**src/rtl/axis_frame_tx_f32.sv**
```systemverilog
// axis_frame_tx_f32
// Buffers float32 samples from an upstream valid/ready port in a small FIFO
// and replays them as AXI-Stream beats, marking every FRAME_LEN-th beat with
// tlast. The head of the FIFO is held in an output register so that every
// AXI-Stream output comes straight from a flop. Data is passed bit-exact.
module axis_frame_tx_f32 #(
  parameter int FRAME_LEN = 4,
  parameter int FIFO_AW   = 3,
  parameter int CNT_W     = 16
) (
  input  logic             aclk,
  input  logic             aresetn,
  input  logic             in_valid,
  input  logic [31:0]      in_data,
  output logic             in_ready,
  output logic             m_axis_tvalid,
  input  logic             m_axis_tready,
  output logic [31:0]      m_axis_tdata,
  output logic             m_axis_tlast,
  output logic             frame_done,
  output logic [CNT_W-1:0] frames_sent
);

  localparam int               DEPTH     = 1 << FIFO_AW;
  localparam logic [FIFO_AW:0] PTR_ONE   = {{FIFO_AW{1'b0}}, 1'b1};
  localparam logic [CNT_W-1:0] CNT_ONE   = {{(CNT_W-1){1'b0}}, 1'b1};
  localparam logic [CNT_W-1:0] CNT_ZERO  = {CNT_W{1'b0}};
  localparam logic [CNT_W-1:0] LAST_BEAT = CNT_W'(FRAME_LEN - 1);

  // storage and state
  logic [31:0]      mem_r [DEPTH];
  logic [FIFO_AW:0] wr_ptr_r;
  logic [FIFO_AW:0] rd_ptr_r;
  logic [CNT_W-1:0] beat_cnt_r;
  logic [CNT_W-1:0] frames_sent_r;
  logic             in_ready_r;
  logic             tvalid_r;
  logic [31:0]      tdata_r;
  logic             tlast_r;
  logic             frame_done_r;

  // next-state values
  logic             full_s;
  logic             empty_s;
  logic             push_s;
  logic             pop_s;
  logic [FIFO_AW:0] wr_ptr_nxt_s;
  logic [FIFO_AW:0] rd_ptr_nxt_s;
  logic [FIFO_AW:0] rd_ptr_inc_s;
  logic             full_nxt_s;
  logic             empty_nxt_s;
  logic [31:0]      head_nxt_s;
  logic [CNT_W-1:0] beat_cnt_nxt_s;
  logic [CNT_W-1:0] frames_sent_nxt_s;
  logic             tlast_nxt_s;
  logic             frame_done_nxt_s;

  // Handshakes, pointer updates, next head word and framing counters.
  always_comb begin
    full_s  = (wr_ptr_r[FIFO_AW] != rd_ptr_r[FIFO_AW]) &&
              (wr_ptr_r[FIFO_AW-1:0] == rd_ptr_r[FIFO_AW-1:0]);
    empty_s = (wr_ptr_r == rd_ptr_r);
    push_s  = in_valid & in_ready_r & ~full_s;
    pop_s   = tvalid_r & m_axis_tready & ~empty_s;
    rd_ptr_inc_s = rd_ptr_r + PTR_ONE;

    if (push_s) begin
      wr_ptr_nxt_s = wr_ptr_r + PTR_ONE;
    end else begin
      wr_ptr_nxt_s = wr_ptr_r;
    end

    if (pop_s) begin
      rd_ptr_nxt_s = rd_ptr_inc_s;
    end else begin
      rd_ptr_nxt_s = rd_ptr_r;
    end

    full_nxt_s  = (wr_ptr_nxt_s[FIFO_AW] != rd_ptr_nxt_s[FIFO_AW]) &&
                  (wr_ptr_nxt_s[FIFO_AW-1:0] == rd_ptr_nxt_s[FIFO_AW-1:0]);
    empty_nxt_s = (wr_ptr_nxt_s == rd_ptr_nxt_s);

    // After a pop the new head is the stored entry behind it, or the word
    // being pushed right now when the FIFO held only one entry.
    if (pop_s) begin
      if (rd_ptr_inc_s != wr_ptr_r) begin
        head_nxt_s = mem_r[rd_ptr_inc_s[FIFO_AW-1:0]];
      end else if (push_s) begin
        head_nxt_s = in_data;
      end else begin
        head_nxt_s = tdata_r;
      end
    end else if (empty_s && push_s) begin
      head_nxt_s = in_data;
    end else begin
      head_nxt_s = tdata_r;
    end

    if (pop_s) begin
      if (tlast_r) begin
        beat_cnt_nxt_s    = CNT_ZERO;
        frames_sent_nxt_s = frames_sent_r + CNT_ONE;
      end else begin
        beat_cnt_nxt_s    = beat_cnt_r + CNT_ONE;
        frames_sent_nxt_s = frames_sent_r;
      end
    end else begin
      beat_cnt_nxt_s    = beat_cnt_r;
      frames_sent_nxt_s = frames_sent_r;
    end

    frame_done_nxt_s = pop_s & tlast_r;
    tlast_nxt_s      = ~empty_nxt_s & (beat_cnt_nxt_s == LAST_BEAT);
  end

  // FIFO storage write; contents need no reset because pointers gate them.
  always_ff @(posedge aclk) begin
    if (push_s) begin
      mem_r[wr_ptr_r[FIFO_AW-1:0]] <= in_data;
    end
  end

  // Pointer, counter and registered output state.
  always_ff @(posedge aclk or negedge aresetn) begin
    if (!aresetn) begin
      wr_ptr_r      <= {(FIFO_AW+1){1'b0}};
      rd_ptr_r      <= {(FIFO_AW+1){1'b0}};
      beat_cnt_r    <= CNT_ZERO;
      frames_sent_r <= CNT_ZERO;
      in_ready_r    <= 1'b0;
      tvalid_r      <= 1'b0;
      tdata_r       <= 32'h0000_0000;
      tlast_r       <= 1'b0;
      frame_done_r  <= 1'b0;
    end else begin
      wr_ptr_r      <= wr_ptr_nxt_s;
      rd_ptr_r      <= rd_ptr_nxt_s;
      beat_cnt_r    <= beat_cnt_nxt_s;
      frames_sent_r <= frames_sent_nxt_s;
      in_ready_r    <= ~full_nxt_s;
      tvalid_r      <= ~empty_nxt_s;
      tdata_r       <= head_nxt_s;
      tlast_r       <= tlast_nxt_s;
      frame_done_r  <= frame_done_nxt_s;
    end
  end

  assign in_ready      = in_ready_r;
  assign m_axis_tvalid = tvalid_r;
  assign m_axis_tdata  = tdata_r;
  assign m_axis_tlast  = tlast_r;
  assign frame_done    = frame_done_r;
  assign frames_sent   = frames_sent_r;

endmodule

```
**config.mk**
```make
export PLATFORM = sky130hd
export DESIGN_NAME = axis_frame_tx_f32
export DESIGN_NICKNAME = d
export VERILOG_FILES = /design/src/rtl/axis_frame_tx_f32.sv
export SDC_FILE = /design/constraint.sdc
export NUM_CORES = 1
export LEC_CHECK = 0
export ABC_AREA = 1
export CORE_ASPECT_RATIO = 0.8
export CORE_UTILIZATION = 35
export CTS_CLUSTER_SIZE = 24
export DETAILED_ROUTE_END_ITERATION = 16
export PLACE_DENSITY_LB_ADDON = 0.2
export SETUP_SLACK_MARGIN = 0.3
export SLEW_MARGIN = 20
export SYNTH_ARGS = -nofsm -noshare
export SYNTH_HDL_FRONTEND = slang
export SYNTH_SLANG_ARGS = --single-unit
```
**constraint.sdc**
```tcl
create_clock -name aclk -period 3.89 [get_ports aclk]
set_clock_uncertainty 0.15 [all_clocks]
set_input_delay 0.778 -clock aclk [delete_from_list [all_inputs] [get_ports aclk]]
set_output_delay 0.778 -clock aclk [all_outputs]
set_load 0.01 [all_outputs]
```
==> results of run 1 <==
-- critical path: stages (launching register included) --
cell      delay, ns
dfrtp_4        0.65
clkinv_2       0.12
buf_4          0.50
buf_4          0.66
o21ai_0        0.17
o221ai_1       0.29
nand3_1        0.12
a21oi_1        0.16
-- layout by cell type (no fill, tap or decap), drive strengths merged, types with 3 or more instances in the layout --
cell type / n
clkinvlp: 3
inv: 60
xnor2: 13
clkdlybuf4s50: 86
a21oi: 5
clkbuf: 49
nand2: 292
nand3: 95
o21ai: 147
ha: 4
bufinv: 5
o22ai: 54
clkinv: 10
o221ai: 10
dfrtp: 76
edfxtp: 256
nand4: 4
buf: 24
nor3: 3
nor2: 176
xor2: 8
-- metal layers --
metal	up-vias	track usage (%)	part of all wire (%)
met1	4661	25.3	50
li1	4595	-	-
met5	-	0	0
met2	179	26.8	45
met4	0	4.73	1.7
met3	34	2.61	4.1
-- area by class of cell --
type | count | area share (%)
multi-input combinational | 818 | 23.3
clock inverter | 18 | 1.33
timing repair buffer | 110 | 6.38
tap | 528 | 3.95
clock buffer | 49 | 6.19
sequential | 332 | 57.4
inverter | 60 | 1.37
-- path summary, 6_finish.rpt --
kind                               endpoint  cells after the start  slack (ns)              from
max reg2reg                m_axis_tdata[20]                      7        0.95       rd_ptr_r[0]
max                        m_axis_tdata[20]                      7        0.95       rd_ptr_r[0]
min                         m_axis_tdata[7]                      1        0.09           aresetn
max in group asynchronous   frames_sent[12]                      2        2.73           aresetn
min reg2reg                m_axis_tdata[12]                      2        0.33  m_axis_tdata[12]
min in group aclk          m_axis_tdata[12]                      2        0.33  m_axis_tdata[12]
-- registers in the layout (all words and copies together) (netlist names), 4 cells and up --
register / flops
m_axis_tdata: 32
frames_sent: 16
mem_r: 256
beat_cnt_r: 16
wr_ptr_r: 4
rd_ptr_r: 4
-- power groups by stage --
stage / logic, mW / clock network, mW / registers, mW
global placement: 5.56 / 0 / 4.96
CTS: 5.59 / 3.69 / 4.89
floorplan: 3.66 / 0 / 4.91
finish: 5.53 / 3.61 / 4.89
global route: 6.20 / 3.83 / 4.96
detailed placement: 5.56 / 0 / 4.96
-- logic make-up after synthesis --
logic type	Yosys count
buffers and inverters	127
AND/OR/NAND/NOR	577
XOR/XNOR	21
AO/OA/AOI/OAI	216
flip-flops	332
adder cells (fa/ha/maj)	4
==> results by group, run 1 <==
STA
  • Min Tclk post-route: 2.94 ns
  • Normalized max-slew margin: 48.1%
  • FMAX: 0.340 GHz
  • Worst slew pin tran: 0.778 ns
  • Final Cycle Share: 75.5%
  • RSZ-0062 raised after global routing: no
  • Finish-stage setup viols: 0
  • Final hold vios: 0
  • Slew Viols, Final: 0
  • Setup TNS: 0 ns
  • Hold WS: 0.0945 ns
  • Setup ws final: 0.953 ns

Synthesis
  • Asr flop ratio synth: 22.9%
  • Top FF cell, synth: edfxtp_1
  • Synth cell types: 32
  • XOR/XNOR share of the synthesized area: 1.37%
  • Ys Warns: 0
  • Sequential share of the synthesized area: 68.8%
  • Synthesis-stage register bit count: 332
  • Top post-synthesis cells by area: edfxtp_1 (55%), dfrtp_1 (14%), nand2_1 (7.6%)
  • Adder-Cell Fraction of Synth Area: 0.359%
  • Count leader, synth: nand2_1
  • Largest family of logic cells by synthesized area: simple AND/OR/NAND/NOR gates
  • Mux cell area share after synthesis: 0%
  • Post-synth EDFFs: 256
  • Post-synth top area cell: edfxtp_1
  • Post-Synth Simple-Gate Area: 17.1%
  • Commonest cells post-synth: nand2_1 (284), edfxtp_1 (256), nor2_1 (171), o21ai_0 (147), nand3_1 (95)
  • Cell count after synthesis: 1277
  • Synth Area in Compound Gates: 8.54%
  • Netlist Area Pre-Place: 13900 µm²
  • Mapped Nets: 1317
  • Share of the synthesized area in the top cell type: 55.1%
  • Mean Syn Cell Area: 10.9 µm²

Cells and area
  • Finished Layout Cells: 1915
  • Diode count: 0
  • Final Util: 43.1%
  • Final instance area: 16700 µm²
  • Area of the multi-input gates: 3900 µm²
  • Share of layout cells above drive strength 1: 8.36%
  • Area delta synth->final: 19.8%
  • Sequential Area: 9590 µm²
  • Layout Nets: 1399
  • Fill cell count: 3660

Critical path
  • Worst EP arrival: 3.24 ns
  • WS Path Type: reg -> reg
  • CP Data Required Time: 4.19 ns
  • CP max FO: 68
  • Startpoint Class: register
  • Critical Path End Type: register

Clock network
  • Cts bufs inserted: 37
  • Clk_lat worst skew: 0.53 ns
  • Hold_buf cts: 0
  • Clk buf depth: 3
  • CTS tree: done
  • # clock sinks: 332
  • Setup bufs post-CTS: 0
  • CTS root buf: clkbuf_16
  • Clock transition at the registers of the reported paths: 0.06 ns
  • H-tree levels: 2
  • Post-CTS sizing: 0

Worst hold path
  • Worst Hold Class: in -> async

Status
  • Status: finished clean

Place
  • DP Cell Count: 1848
  • I/O Buffers: 87
  • Post-placement cell area: 15400 µm²
  • RD Place Congestion: 0.804
  • Pre-CTS setup slack: 0.750 ns
  • Half-perimeter wire length after detailed placement: 19600 µm

Routing
  • DR DRC count: 0
  • Via density: 4.94
  • Violation count after the first detailed-route iteration: 639
  • Detailed-route via count: 9469
  • ANT nets after route: 0
  • Routed WL per cell: 18.1 µm
  • Router iterations before antenna repair: 4
  • Total routed wirelength: 34700 µm

GRT
  • First-pass GRT wire length: 54500 µm
  • Largest net degree at the start of global routing: 69
  • Vias in the first global route: 9343
  • All-layer global routing usage: 17.3%
  • Total gr overflow: 0
  • Antenna violations before repair: 0

Pwr
  • PwrDens: 840 nW/µm²
  • Clock power frac: 25.7%
  • Peak VDD IR: 0.000495 V
  • Total power: 14.0 mW
  • Psw: 5.47 mW
  • Sw Share: 38.9%
  • Leakage dissipation: 6.30 nW
  • Comb power frac: 39.4%
  • Share of power burned in registers: 34.9%
  • Internal power: 8.57 mW

Floorplanning
  • Die Span Y: 181 µm
  • IO Pins: 88
  • Row count: 64
  • Die X-Extent: 225 µm
  • Die area: 40600 µm²
  • Initial Utilization: 36.0%
  • Core box area: 38800 µm²

Job
  • Max-cap violations: 0
(Power assumes the default switching activity.)
==> inputs of run 2 (changes only) <==
==> constraint.sdc (replaced) <==
create_clock -name aclk -period 3.1 [get_ports aclk]
set_clock_uncertainty 0.15 [all_clocks]
set_input_delay 0.62 -clock aclk [delete_from_list [all_inputs] [get_ports aclk]]
set_output_delay 0.62 -clock aclk [all_outputs]
set_load 0.01 [all_outputs]
==> run 2 against run 1 <==
Compared with the run above: sequential share of layout area down 0.12 points; routed wire length about the same; clock power up 16%; final cell count unchanged; worst setup slack worse by 0.45 ns; critical path depth up 3; maximum frequency up 13%; total power up 25%; first-iteration DRC count up 7.5%; register-to-register slack worse by 0.45 ns; via count up 1.3%; sequential power up 24%; critical path type unchanged; critical endpoint is now mem_r[6][7].
==> results by group, run 2 (synthesized netlist as in run 1, its figures left out) <==
Pwr
  • Comb power frac: 41.6%
  • Internal power: 10.6 mW
  • Leakage dissipation: 6.31 nW
  • Share of power burned in registers: 34.6%
  • Sw Share: 39.6%
  • Psw: 6.94 mW
  • Total power: 17.5 mW
  • PwrDens: 1050 nW/µm²
  • Clock power frac: 23.8%
  • Peak VDD IR: 0.000809 V

Clock network
  • Clock transition at the registers of the reported paths: 0.06 ns
  • Clk buf depth: 3
  • CTS root buf: clkbuf_16
  • # clock sinks: 332
  • CTS tree: done
  • Clk_lat worst skew: 0.53 ns
  • H-tree levels: 2
  • Cts bufs inserted: 36
  • Setup bufs post-CTS: 0

Routing
  • Routed WL per cell: 18.1 µm
  • Router iterations before antenna repair: 5
  • DR DRC count: 0
  • ANT nets after route: 0
  • Total routed wirelength: 34700 µm
  • Via density: 5.01
  • Detailed-route via count: 9590
  • Violation count after the first detailed-route iteration: 687

Critical path
  • CP Launch Point: rd_ptr_r[0]
  • Register-to-register setup slack: 0.50 ns
  • CP max FO: 32
  • Critical Path End Type: register
  • Startpoint Class: register
  • CP Data Required Time: 3.14 ns
  • Worst EP arrival: 2.64 ns
  • WS Path Type: reg -> reg
  • Worst r2r src: rd_ptr_r[0]

Cells and area
  • Layout Nets: 1402
  • Share of layout cells above drive strength 1: 8.15%
  • Most frequent cells in the layout: nand2_1 (284), edfxtp_1 (256), nor2_1 (164), o21ai_0 (147), nand3_1 (95)
  • Fill cell count: 3708
  • Commonest non-fill, non-tap cell in the layout: nand2_1
  • Largest register FFs: 256
  • Diode count: 0
  • Area delta synth->final: 20.1%
  • Finished Layout Cells: 1915

Place
  • DP Cell Count: 1851
  • Half-perimeter wire length after detailed placement: 19300 µm
  • RD Place Congestion: 0.795
  • Pre-CTS setup slack: 0.269 ns
  • I/O Buffers: 87

Worst hold path
  • Hold path start: frames_sent[15]
  • Worst Hold Class: reg -> reg

Floorplanning
  • Row count: 64
  • Die X-Extent: 225 µm
  • Initial Utilization: 36.0%
  • IO Pins: 88
  • Die area: 40600 µm²
  • Die Span Y: 181 µm
  • Core box area: 38800 µm²

STA
  • Final Cycle Share: 83.8%
  • Worst slew pin tran: 0.667 ns
  • RSZ-0062 raised after global routing: no
  • Normalized max-slew margin: 55.6%
  • Setup ws final: 0.502 ns
  • Final hold vios: 0
  • Finish-stage setup viols: 0
  • Min Tclk post-route: 2.60 ns
  • FMAX: 0.385 GHz
  • Slew Viols, Final: 0

GRT
  • Largest net degree at the start of global routing: 130
  • Vias in the first global route: 9312
  • Total gr overflow: 0
  • Antenna violations before repair: 0
  • All-layer global routing usage: 17.3%
  • First-pass GRT wire length: 54200 µm

Job
  • Max-cap violations: 0

Status
  • Status: finished clean
-- run 2: cell count changes in the layout (fill, tap and decap cells not counted), sizes merged --
| cell | delta |
|---|---|
| clkinvlp | -2 |
| clkinv | +5 |
| inv | +1 |
| dlygate4sd3 | +1 |
| bufinv | -2 |
| clkbuf | -6 |
| buf | +3 |
-- run 2: layout make-up --
cell class,instances,area [µm²],share of cell area (%)
repair buffers,114,1220,7.28
clock inverters,20,186,1.11
multi-input cells,818,3910,23.3
inverters,60,229,1.37
well taps,528,661,3.95
flip-flops and latches,332,9590,57.3
clock buffers,43,947,5.66
-- run 2: power groups by stage --
| stage | clock [mW] | sequential (mW) | combinational [mW] |
|---|---|---|---|
| after CTS | 4.27 | 6.06 | 7.38 |
| after global routing | 4.43 | 6.13 | 8.18 |
| final | 4.18 | 6.06 | 7.29 |
| after detailed placement | 0 | 6.15 | 7.35 |
| after floorplan | 0 | 6.16 | 4.60 |
| after global placement | 0 | 6.14 | 7.32 |
-- run 2: final timing paths --
check,end,depth (start not counted)
worst max-delay path,mem_r[6][7],10
max in group asynchronous,m_axis_tdata[4],3
min in group asynchronous,wr_ptr_r[3],2
worst min-delay path,frames_sent[15],1
worst min register to register,frames_sent[15],1
worst max register to register,mem_r[6][7],10
-- run 2: timing repair --
action                                  in CTS  in global routing
endpoints found under the setup margin       0                 60
hold buffers                                 1                  0
gates resized for setup                      0                  3
hold endpoints to repair                    33                  0
-- run 2: per-layer routing --
layer / up-vias / track usage (%) / wire, µm
li1: 4596 / - / -
met1: 4730 / 25.3 / 16900
met2: 219 / 26.4 / 15400
met3: 45 / 2.82 / 1730
met4: 0 / 4.60 / 681
met5: - / 0 / 0
-- run 2: stage by stage --
stage                     hold slack (ns)  setup TNS (ns)  util, %  area (µm²)
after floorplan                     0.174           -4.05        -       14000
after global placement              0.309               0     40.2       15600
after detailed placement            0.310               0     40.2       15600
after CTS                           0.322               0     43.2       16700
after global routing                0.346               0     43.2       16700
final                               0.316               0     43.2       16700
-- run 2: worst max-delay path: stages (launching register included) --
cell,delay (ns)
dfrtp_4,0.45
buf_6,0.23
nand2_1,0.08
nand2_1,0.10
nor2_2,0.07
nand3_1,0.17
nand2_4,0.14
inv_1,0.13
nand2_1,0.23
nor3_4,0.23
buf_12,0.27
